File: src/rtl/dds_seq_ctrl.sv
// Configuration sequencer for the TDM DDS core: streams thetas, deltas and amplitudes
// into the DDS shift-register FIFOs, then gates circulation and marks each rotation.
module dds_seq_ctrl #(
    parameter int unsigned SIG_WIDTH = 16,
    parameter int unsigned NUM_CH    = 16,
    parameter logic [8:0]  THETAS    = 9'd0,
    parameter logic [8:0]  DELTAS    = 9'd1,
    parameter logic [8:0]  AMPLS     = 9'd2,
    parameter logic [8:0]  IDLE_ADDR = 9'h1FF
) (
    input  logic                      clk,
    input  logic                      rst,
    input  logic                      i_load_req,
    input  logic                      i_run,
    input  logic                      i_auto_run,
    input  logic                      s_cfg_valid,
    output logic                      s_cfg_ready,
    input  logic [SIG_WIDTH-1:0]      s_cfg_data,
    output logic                      o_dds_rst,
    output logic                      o_dds_start,
    output logic [8:0]                o_dds_addrs,
    output logic [SIG_WIDTH-1:0]      o_dds_fifo_data,
    output logic                      o_busy,
    output logic                      o_loaded,
    output logic [$clog2(NUM_CH)-1:0] o_ch_idx,
    output logic                      o_frame_tick
);

    localparam int unsigned CH_W = $clog2(NUM_CH);
    localparam logic [CH_W-1:0] LAST_CH = CH_W'(NUM_CH - 1);

    typedef enum logic [2:0] {
        S_IDLE, S_CLEAR, S_LOAD_TH, S_LOAD_DE, S_LOAD_AM, S_FLUSH, S_READY, S_RUN
    } state_t;

    state_t               state;
    state_t               state_nxt;
    logic [CH_W-1:0]      word_cnt;
    logic [CH_W-1:0]      cnt_d;
    logic [CH_W-1:0]      ch_d;
    logic [8:0]           addrs_d;
    logic [SIG_WIDTH-1:0] data_d;
    logic                 in_load_c;
    logic                 accept_c;
    logic                 last_word_c;

    assign in_load_c   = (state == S_LOAD_TH) || (state == S_LOAD_DE) || (state == S_LOAD_AM);
    assign accept_c    = in_load_c && s_cfg_valid;
    assign last_word_c = (word_cnt == LAST_CH);

    // State register
    always_ff @(posedge clk) begin
        if (rst) state <= S_IDLE;
        else     state <= state_nxt;
    end

    // Next-state logic; a load request overrides every other transition
    always_comb begin
        state_nxt = state;
        if (i_load_req) begin
            state_nxt = S_CLEAR;
        end else begin
            case (state)
                S_IDLE:    state_nxt = S_IDLE;
                S_CLEAR:   state_nxt = S_LOAD_TH;
                S_LOAD_TH: if (accept_c && last_word_c) state_nxt = S_LOAD_DE;
                S_LOAD_DE: if (accept_c && last_word_c) state_nxt = S_LOAD_AM;
                S_LOAD_AM: if (accept_c && last_word_c) state_nxt = S_FLUSH;
                S_FLUSH:   state_nxt = (i_auto_run && i_run) ? S_RUN : S_READY;
                S_READY:   if (i_run) state_nxt = S_RUN;
                S_RUN:     if (!i_run) state_nxt = S_READY;
                default:   state_nxt = S_IDLE;
            endcase
        end
    end

    // Next values of the registered outputs; an accepted word is written one cycle later
    always_comb begin
        cnt_d   = word_cnt;
        addrs_d = IDLE_ADDR;
        data_d  = o_dds_fifo_data;
        ch_d    = '0;
        if (i_load_req || state == S_CLEAR) begin
            cnt_d = '0;
        end else if (accept_c) begin
            cnt_d  = last_word_c ? '0 : word_cnt + CH_W'(1);
            data_d = s_cfg_data;
            case (state)
                S_LOAD_TH: addrs_d = THETAS;
                S_LOAD_DE: addrs_d = DELTAS;
                default:   addrs_d = AMPLS;
            endcase
        end
        if (state_nxt == S_RUN && state == S_RUN)
            ch_d = (o_ch_idx == LAST_CH) ? '0 : o_ch_idx + CH_W'(1);
    end

    // Output and counter registers
    always_ff @(posedge clk) begin
        if (rst) begin
            word_cnt        <= '0;
            s_cfg_ready     <= 1'b0;
            o_dds_rst       <= 1'b0;
            o_dds_start     <= 1'b0;
            o_dds_addrs     <= IDLE_ADDR;
            o_dds_fifo_data <= '0;
            o_busy          <= 1'b0;
            o_loaded        <= 1'b0;
            o_ch_idx        <= '0;
            o_frame_tick    <= 1'b0;
        end else begin
            word_cnt        <= cnt_d;
            s_cfg_ready     <= (state_nxt == S_LOAD_TH) || (state_nxt == S_LOAD_DE) ||
                               (state_nxt == S_LOAD_AM);
            o_dds_rst       <= (state_nxt == S_CLEAR);
            o_dds_start     <= (state_nxt == S_RUN);
            o_dds_addrs     <= addrs_d;
            o_dds_fifo_data <= data_d;
            o_busy          <= (state_nxt == S_CLEAR) || (state_nxt == S_LOAD_TH) ||
                               (state_nxt == S_LOAD_DE) || (state_nxt == S_LOAD_AM) ||
                               (state_nxt == S_FLUSH);
            o_loaded        <= (state_nxt == S_READY) || (state_nxt == S_RUN);
            o_ch_idx        <= ch_d;
            o_frame_tick    <= (state_nxt == S_RUN) && (ch_d == LAST_CH);
        end
    end

endmodule

File: config.mk
export PLATFORM = sky130hd
export DESIGN_NAME = dds_seq_ctrl
export DESIGN_NICKNAME = d
export VERILOG_FILES = /design/src/rtl/dds_seq_ctrl.sv
export SDC_FILE = /design/constraint.sdc
export NUM_CORES = 1
export LEC_CHECK = 0
export ABC_AREA = 1
export CORE_ASPECT_RATIO = 0.7
export CORE_MARGIN = 1
export CORE_UTILIZATION = 37
export DETAILED_ROUTE_END_ITERATION = 16
export GPL_TIMING_DRIVEN = 0
export PLACE_DENSITY = 0.69
export SETUP_SLACK_MARGIN = 0.5
export SYNTH_ARGS = -nofsm -noshare
export SYNTH_HDL_FRONTEND = slang
export SYNTH_SLANG_ARGS = --single-unit
File: constraint.sdc
create_clock -name clk -period 2.5 [get_ports clk]
set_input_delay 0.25 -clock clk [delete_from_list [all_inputs] [get_ports clk]]
set_output_delay 0.25 -clock clk [all_outputs]
set_load 0.03 [all_outputs]
# Word level (Yosys, flattened, before mapping)
# Index checks and enable logic that the tools add are counted.
# totals
reg_bits,42
in_bits,22
elab_cells,63
# op_classes
addsub,2
n_eq_ne,17
n_mux,12
bitwise,2
n_reduce_logical,19
# ops
cell,count
"== test 3 bit, second input constant",8
one-hot mux 3 bit (8 select lines),1
2-to-1 mux 3 bit,6
"== test 3 x 2 -> 1 bit, second input constant",4
"== test 4 bit, second input constant",3
2-to-1 mux 4 bit,3
logical OR 1 bit,10
"adder 4 x 1 -> 4 bit, second input constant",2
"== test 3 x 1 -> 1 bit, second input constant",2
logical AND 1 bit,5
one-hot mux 2 bit (2 select lines),1
logical NOT 3 bit,1
OR reduction 3 bit,1
NOT 1 bit,2
AND reduction 2 bit,1
OR reduction 2 bit,1
2-to-1 mux 1 bit,1

# Longest topological paths before layout
# Gate-level depths: netlist of run 1.
# logic_depth
ltp_word,13
depth_mapped,9
depth_no_buf,9

# Least setup slack after synthesis of run 1
# OpenSTA, ideal clock, no wires.
# synth_timing
path_kind,flip-flop to flip-flop
start,reg word_cnt[0]
end,reg o_busy
setup_ns,0.113
arrival_ns,1.190
t_required_ns,2.387
slack_ns,1.197
stages_incl_launch_ff,9
n_path_buf,0
period_less_slack_ns,1.303
path_cell_list,dfxtp_1 ha_1 nand2_1 nor2_1 nand4_1 nand2_2 nand3_1 o21ai_1 inv_1
# synth_via
elab_chain_cells,10
elab_cells_between_ends,16
classes_between,eq/ne (6); mux (5); reduce/logical (5)
# synth_lines
element,line,source
from (decl),38,logic [CH_W-1:0] word_cnt;
from (signal assigned),112,word_cnt <= cnt_d;
== test 4 bit (*),49,assign last_word_c = (word_cnt == LAST_CH);
logical AND 1 bit (*),"66, 67, 68",
2-to-1 mux 3 bit (on tied branches),"68, 66, 67",
one-hot mux 3 bit (8 select lines) (*),63,case (state)
2-to-1 mux 3 bit (*),60,if (i_load_req) begin
== test 3 x 1 -> 1 bit / == test 3 x 2 -> 1 bit (equally long branches),119,o_busy <= (state_nxt == S_CLEAR) || (state_nxt == S_LOAD_TH) ||
logical OR 1 bit (2 in series),119,
logical OR 1 bit,120,(state_nxt == S_LOAD_DE) || (state_nxt == S_LOAD_AM) ||
logical OR 1 bit (*),120,
to (signal assigned),119,
to (decl),23,"output logic o_busy,"
# Every way passes the cells marked *; elsewhere a longest branch is shown, timed or not.
# A chain may end at the register's enable or synchronous reset.

==> summary by stage, run 1 <==
Status
The flow ran to the end, and the final reports show no timing, DRC or antenna violations.

Power and ir drop
The peak ir drop on the vdd network is 356 uV. The fraction of power consumed by the clock network is 35.0%. The leakage power is 0.000934 uW. Cell internal power was estimated by the tool at 823 uW. The total power divided by cell area is 479 nW/um^2.

Sequential cells burn 55.3% of the power. The switching part of the total is 22.5%. The design draws 1060 uW. The net load switching power is 238 uW.

Combinational logic burns 9.6% of the power.

Floorplanning
The initial utilization of the core area, before any placement, comes to 38.5%. After floorplanning, the core was divided into 19 placement rows. The die is 78.4 um wide. The die covers 4350 um^2. The core area is 3920 um^2. Pin placement for this block handled 57 I/O pins.

The die is 55.5 um tall.

Synth
In this run the mean area of a mapped cell was 8.21 um^2. The count of different cell masters after synthesis is 30. Counting every net in the synthesized netlist gives 208. Counting flops with a built-in enable in the synthesized netlist gives 0. Of all flip-flops after synthesis, the portion carrying an async set or reset was 0%. The post-synthesis instance area is 1510 um^2.

The share of the Yosys chip area taken by registers is 47.7%. Synthesis handed over a netlist of 184 instances. For this run, the leading register cell type out of synthesis is dfxtp_1.

The synthesized design contains 36 register bits. The synthesized design spends more area on one cell type than any other, namely dfxtp_1. The total of warnings raised by yosys is 0. After synthesis, the largest area contributor takes up 47.7% of total cell area. Yosys attributes the largest share of cell area to dfxtp_1 48%, nor2_1 9.7%, inv_1 4.2%.

GRT
The global-route wire length before repair is 5.19 mm. The number of antenna violations at the first check in global routing is 0. The global router's overall resource usage is 15.2%. The sum of overflow across all layers after global routing is 0. Entering global routing, the biggest net connects 11 pins.

The via count of the first global-routing pass was 1220.

STA
The sum of negative setup slack is 0 ns. The clock skew after layout is 0.00604 ns. Setup repair after global routing left no endpoint under its margin. The final count of negative-setup-slack endpoints is 0.

The final max-slew violation count is 0. The final-report hold violation count is 0. For the pin with the worst max-slew slack, the measured transition is 0.487 ns. The worst relative slew slack is 67.5%. Based on the critical path, the design can be clocked at up to 574 MHz.

The routed design could run at a clock period as short as 1.74 ns. The ratio of final minimum period to clock period is 69.7%.

Run
Max-cap violations in this run came to 0.

Cells and area
The sequential cell area is 721 um^2. The number of filler instances in the final layout is 387. The number of standard cells in the final layout excluding fillers is 299.

The count of inserted antenna diode cells is 0. The combined area of the multi-input logic cells is 627 um^2. The share of cells above drive strength 1 is 15.0%. From synthesis to final layout, the design area changed by 46.5%. The layout net count is 271.

Drt
The total DRC errors in the routed layout is 0. Dividing the detail-routed wire length by the instance count gives 10.0 um. The number of optimization iterations in the first detailed-route pass is 4.

The total wirelength of the detailed-routed design is 2.99 mm. For this block, the via count after detailed routing is 1361. The number of antenna-violating nets in the routed design is 0. For this block, the initial DRC count from the detailed router was 60.

Dividing the detail-routed via count by the number of cells gives 4.55.

Setup path
The worst setup path is launched from a register. For the worst flop-to-flop path, the logic depth is 8. The endpoint identified for the worst register-to-register timing path is o_busy. Data arrives at the worst endpoint at 1.49 ns. In this run the worst setup path begins at o_dds_addrs[7]. The launch instance of the worst register-to-register path is word_cnt[0]. The maximum fanout count along the critical path is 7. STA puts the critical path data required time at 2.25 ns. In this run the worst setup path terminates at o_dds_addrs[4]. The kind of critical path is register to output pin.

The endpoint type of the worst setup path is an output pin. Setup slack on the worst reg-to-reg path comes out at 0.99 ns.

Placement
Once detailed placement completed, the half-perimeter wirelength came to 2.28 mm. The count of placed standard cells including taps is 292. The count of buffers inserted at the top-level ports is 56. The weighted congestion reported at the end of routability-driven placement is 0.836.

Clocking
The number of cells upsized or downsized after cts is 0. TritonCTS built the clock tree. The hold buffer count at CTS is 0. The root cell of the clock tree is clkbuf_8. The clock transition at the registers of the reported paths is 0.07 ns. In this run the deepest clock path goes through 2 buffers.

The buffers inserted during post-CTS setup optimization is 0. The number of clock buffers added by TritonCTS is 5. The clock reaches the later pin of the worst-skew pair after 0.28 ns.

The depth of the CTS H-tree is 2. The count of clock tree sinks is 36.

Hold path
The classification of the worst-slack hold path is register to register.
[layer usage]
metal / vias up / global-route usage [%] / part of all wire (%)
met3: 2 / 6.78 / 10
met2: 51 / 23.7 / 43
met5: - / 0 / 0
met1: 601 / 19.0 / 46
li1: 707 / - / -
met4: 0 / 3.97 / 0.57
[critical path, stage by stage, from the launching register on]
cell and delay (ns):
dfxtp_1 0.43, buf_4 0.14, clkdlybuf4s50_1 0.66
[worst min path at each step]
| stage | cells after the start | end | start |
|---|---|---|---|
| floorplan | 1 | state[2] | i_load_req |
| global placement | 1 | word_cnt[2] | word_cnt[2] |
| detailed placement | 1 | word_cnt[2] | word_cnt[2] |
| CTS | 1 | word_cnt[2] | word_cnt[2] |
| global route | 1 | word_cnt[2] | word_cnt[2] |
| finish | 1 | word_cnt[2] | word_cnt[2] |
[Yosys cell counts, drive strengths merged (2+ instances only)]
cell / instances
ha: 2
inv: 19
nor2: 50
nand3: 8
buf: 9
nor3: 5
a21oi: 2
nand2: 20
nand4: 4
o21ai: 23
dfxtp: 36
[registers in the layout, indices dropped and copies added, names as in the netlist]
register         flops
o_loaded             1
o_dds_addrs          3
o_dds_rst            1
word_cnt             4
o_frame_tick         1
o_ch_idx             4
o_dds_start          1
o_dds_fifo_data     16
state                3
o_busy               1
s_cfg_ready          1
[cell families (layout without fill, tap and decap cells)]
family,after synthesis,in the layout,synth area share [%]
AOI/OAI and AO/OA,30,30,10.8
DFF,36,36,47.7
and+or+nand+nor,87,87,29.1
adders and majority gates,2,2,1.66
buffers and inverters,29,92,10.8
[per-stage QoR]
step | setup WS [ns] | instance area [um^2] | util, % | hold WS, ns
detailed placement | 0.749 | 2140 | 54.5 | 0.468
finish | 0.758 | 2210 | 56.5 | 0.482
CTS | 0.735 | 2210 | 56.5 | 0.485
global route | 0.672 | 2210 | 56.5 | 0.527
floorplan | 1.20 | 1510 | - | 0.328
global placement | 0.722 | 2140 | 54.5 | 0.463
[power by group through the flow]
stage | clock network, uW | logic [uW] | registers, uW
4_1_cts | 393 | 104 | 587
5_1_grt | 421 | 111 | 588
3_5_place_dp | 0 | 103 | 600
3_3_place_gp | 0 | 103 | 600
2_1_floorplan | 0 | 32.6 | 613
6_report | 372 | 102 | 587
[layout make-up]
class / instances / share of cell area (%)
repair buffers: 56 / 25.3
clock buffers: 6 / 3.28
flip-flops and latches: 36 / 32.5
plain buffers: 10 / 3.95
well taps: 52 / 2.94
inverters: 19 / 3.45
multi-input cells: 119 / 28.3
clock inverters: 1 / 0.226
[layout by cell type, fill, tap and decap left out, drive strengths merged]
cell type and count:
clkbuf 7, a31oi 1, a21oi 2, nand4 4, nand2 20, buf 9, o21ai 23, clkinv 1
o21bai 1, a21boi 1, ha 2, nor2 50, inv 19, nor3 5, dfxtp 36, clkdlybuf4s50 56
o2111ai 1, nand3 8, a211oi 1
Note: power is estimated with default switching activity, not from simulation.
==> run 2, diff against run 1 <==
- PLACE_DENSITY: 0.69 -> 0.72
- clock period: 2.5 -> 1.4 ns (I/O delays scaled with it)
==> summary by stage, run 2 (same netlist as run 1, synthesis figures left out) <==
Floorplanning
The number of core rows is 19. The core area is 3920 um^2. The initial core utilization is 38.5%. The die is 55.5 um tall.

The floorplan step set the die width to 78.4 um. The area enclosed by the die boundary is 4350 um^2. For this design the top-level I/O count stands at 57.

STA
The final count of negative-setup-slack endpoints is 0. The timing-limited maximum frequency is 745 MHz. The minimum clock period after layout is 1.34 ns.

Hold is met by 0.434 ns. Setup repair after global routing could not meet its margin everywhere. The final-report hold violation count is 0. The ratio of final minimum period to clock period is 95.9%. The final max-slew violation count is 0. In the final timing run, aggregate negative setup slack is 0 ns. For the pin with the worst max-slew slack, the measured transition is 0.497 ns.

The worst pin sits at a relative slew slack of 66.8%. The clock skew after layout is 0.00480 ns.

Drt
After detailed routing, the average wire length per cell comes to 11.4 um. The number of antenna-violating nets in the routed design is 0. The via count normalized by instance count is 4.60. In the routed design, unresolved DRC markers number 0.

The total wirelength of the detailed-routed design is 3.56 mm. The via total after detailed routing is 1434. The initial DRC count is 51. The number of optimization iterations in the first detailed-route pass is 4.

Placement
The count of placed standard cells including taps is 292. The post-DP HPWL is 2.28 mm. The weighted congestion reported at the end of routability-driven placement is 0.751. After detailed placement, the total cell area comes to 2180 um^2.

The count of buffers inserted at the top-level ports is 56.

Setup path
On the worst path, the slowest cell contributes a delay of 0.36 ns. The maximum fanout count along the critical path is 3. The worst reg2reg path endpoint is o_busy. The critical path is of the register to register type.

The logic depth of the worst register-to-register path is 8. The family with the most delay on the worst path is simple AND/OR/NAND/NOR gates. The launching instance or port of the critical path is word_cnt[0]. For the worst setup path, the data arrival time is 1.53 ns. The worst setup path endpoint is o_busy. The worst register-to-register path begins at word_cnt[0]. Data on the critical path is required at its endpoint by 1.59 ns. The number of buffers and inverters on the critical path is 1. The library cell contributing the largest single delay on the critical path is dfxtp_2.

The worst setup path is captured at a register. Walking the worst path, the cells encountered are ha_4, nand2_4, nor2_4, nand4_1, nand2_2, nand3_2, o21ai_2, inv_1. The worst setup path is launched from a register. The setup check on the worst reg-to-reg path leaves a slack of 0.06 ns. The count of cell instances traversed by the critical path is 8.

GRT
The global router's overall resource usage is 17.3%. Entering global routing, the biggest net connects 11 pins. The global-route wire length before repair is 5.78 mm.

The number of antenna violations at the first check in global routing is 0. Global routing finished with a remaining overflow of 0. The via count of the first global-routing pass was 1272.

Clocking
The H-tree was split into 2 levels. Buffers inserted to repair hold after CTS numbered 0. No sink is reached through more buffers than the 2 on the longest clock path. After clock tree synthesis, the clock-pin slew on the worst setup and hold paths is 0.07 ns. The root cell of the clock tree is clkbuf_8. The clock drives 36 sinks. At the later pin of the worst-skew pair, clock insertion delay measures 0.29 ns. The number of clock buffers inserted by TritonCTS is 5.

The TritonCTS clock tree is yes.

Cells and area
The layout net count is 283. After the flow finishes, the layout carries non-filler instances totaling 312. With fillers left out, the area of the finished cells amounts to 2610 um^2. The top cell types in the final layout, fill and taps aside, are 43 x buf_6, 27 x nor2_1, 27 x dfxtp_2. The number of antenna diodes in the final layout is 0.

The most common library cell in the layout ignoring fill and taps is buf_6. The area growth from synthesis to layout is 72.5%. The largest registers in the layout are o_dds_fifo_data (16), o_ch_idx (4), word_cnt (4).

o_dds_fifo_data holds more flip-flops than any other register. The share of cells above drive strength 1 is 55.0%. The number of flip-flops in the largest register is 16.

Hold path
The classification of the worst-slack hold path is primary input to register.

Power and ir drop
Of the total power, the clock network draws 37.4%. The peak ir drop on the vdd network is 551 uV. The part of the total power dissipated in combinational logic is 10.9%. The share of total power in sequential cells is 51.7%.

The internal power consumption is 1550 uW. Dividing total power by cell area gives a power density of 775 nW/um^2. The net load switching power is 474 uW. The leakage power is 0.00114 uW.

The switching part of the total is 23.5%. Overall power consumption after layout is estimated at 2020 uW.

Run
The count of max-cap constraint violations is 0.

Status
The run finished with clean final reports.
==> run 2: changes by cell type in the layout (fill, tap and decap cells not counted), sizes merged <==
cell,delta
buf,+47
clkdlybuf4s50,-35
clkinv,-1
clkbuf,+2
==> run 2: how the worst min path moves through the flow <==
| stage | cells past startpoint | from | end | slack (ns) |
|---|---|---|---|---|
| 5_1_grt | 3 | s_cfg_data[7] | o_dds_fifo_data[7] | 0.45 |
| 3_5_place_dp | 1 | state[1] | o_dds_addrs[1] | 0.46 |
| 2_1_floorplan | 1 | i_load_req | state[2] | 0.21 |
| 4_1_cts | 3 | s_cfg_data[8] | o_dds_fifo_data[8] | 0.43 |
| 3_3_place_gp | 1 | state[1] | o_dds_addrs[1] | 0.46 |
| 6_report | 3 | s_cfg_data[8] | o_dds_fifo_data[8] | 0.43 |
==> run 2: area by class of cell <==
type | instances | area, um^2
fillers | 344 | 1320
multi-input cells | 119 | 772
clock buffers | 8 | 90.1
well taps | 52 | 65.1
flip-flops and latches | 36 | 773
inverters | 19 | 81.3
plain buffers | 10 | 111
repair buffers | 68 | 714
==> run 2: repair_timing <==
action	CTS	global route
buffers inserted	11	1
pin swaps	17	9
hold endpoints to repair	0	0
gates resized for setup	290	26
setup endpoints to repair	71	70
==> run 2: worst min-delay path, cell delays in order <==
cell and delay [ns]:
clkdlybuf4s50_1 0.41, nor2_2 0.10, nor2_1 0.04
==> run 2: power groups by stage <==
stage                     logic (uW)  clock network [uW]  registers (uW)
after floorplan                 60.0                   0            1090
after detailed placement         185                   0            1070
after global placement           185                   0            1070
after global routing             234                 817            1050
final                            220                 754            1050
after CTS                        212                 779            1040
==> run 2: routing by layer <==
layer	share of wire, %	vias up	GRT usage [%]
li1	-	741	-
met1	45	631	21.5
met2	44	54	26.3
met3	8.4	8	6.78
met4	1.7	0	7.94
met5	0	-	0
==> run 2: per-stage QoR <==
stage / setup WS, ns / util, %
2_1_floorplan: 0.146 / -
3_3_place_gp: -0.199 / 55.5
3_5_place_dp: -0.192 / 55.5
4_1_cts: 0.0558 / 64.7
5_1_grt: -0.0305 / 66.5
6_report: 0.0570 / 66.5
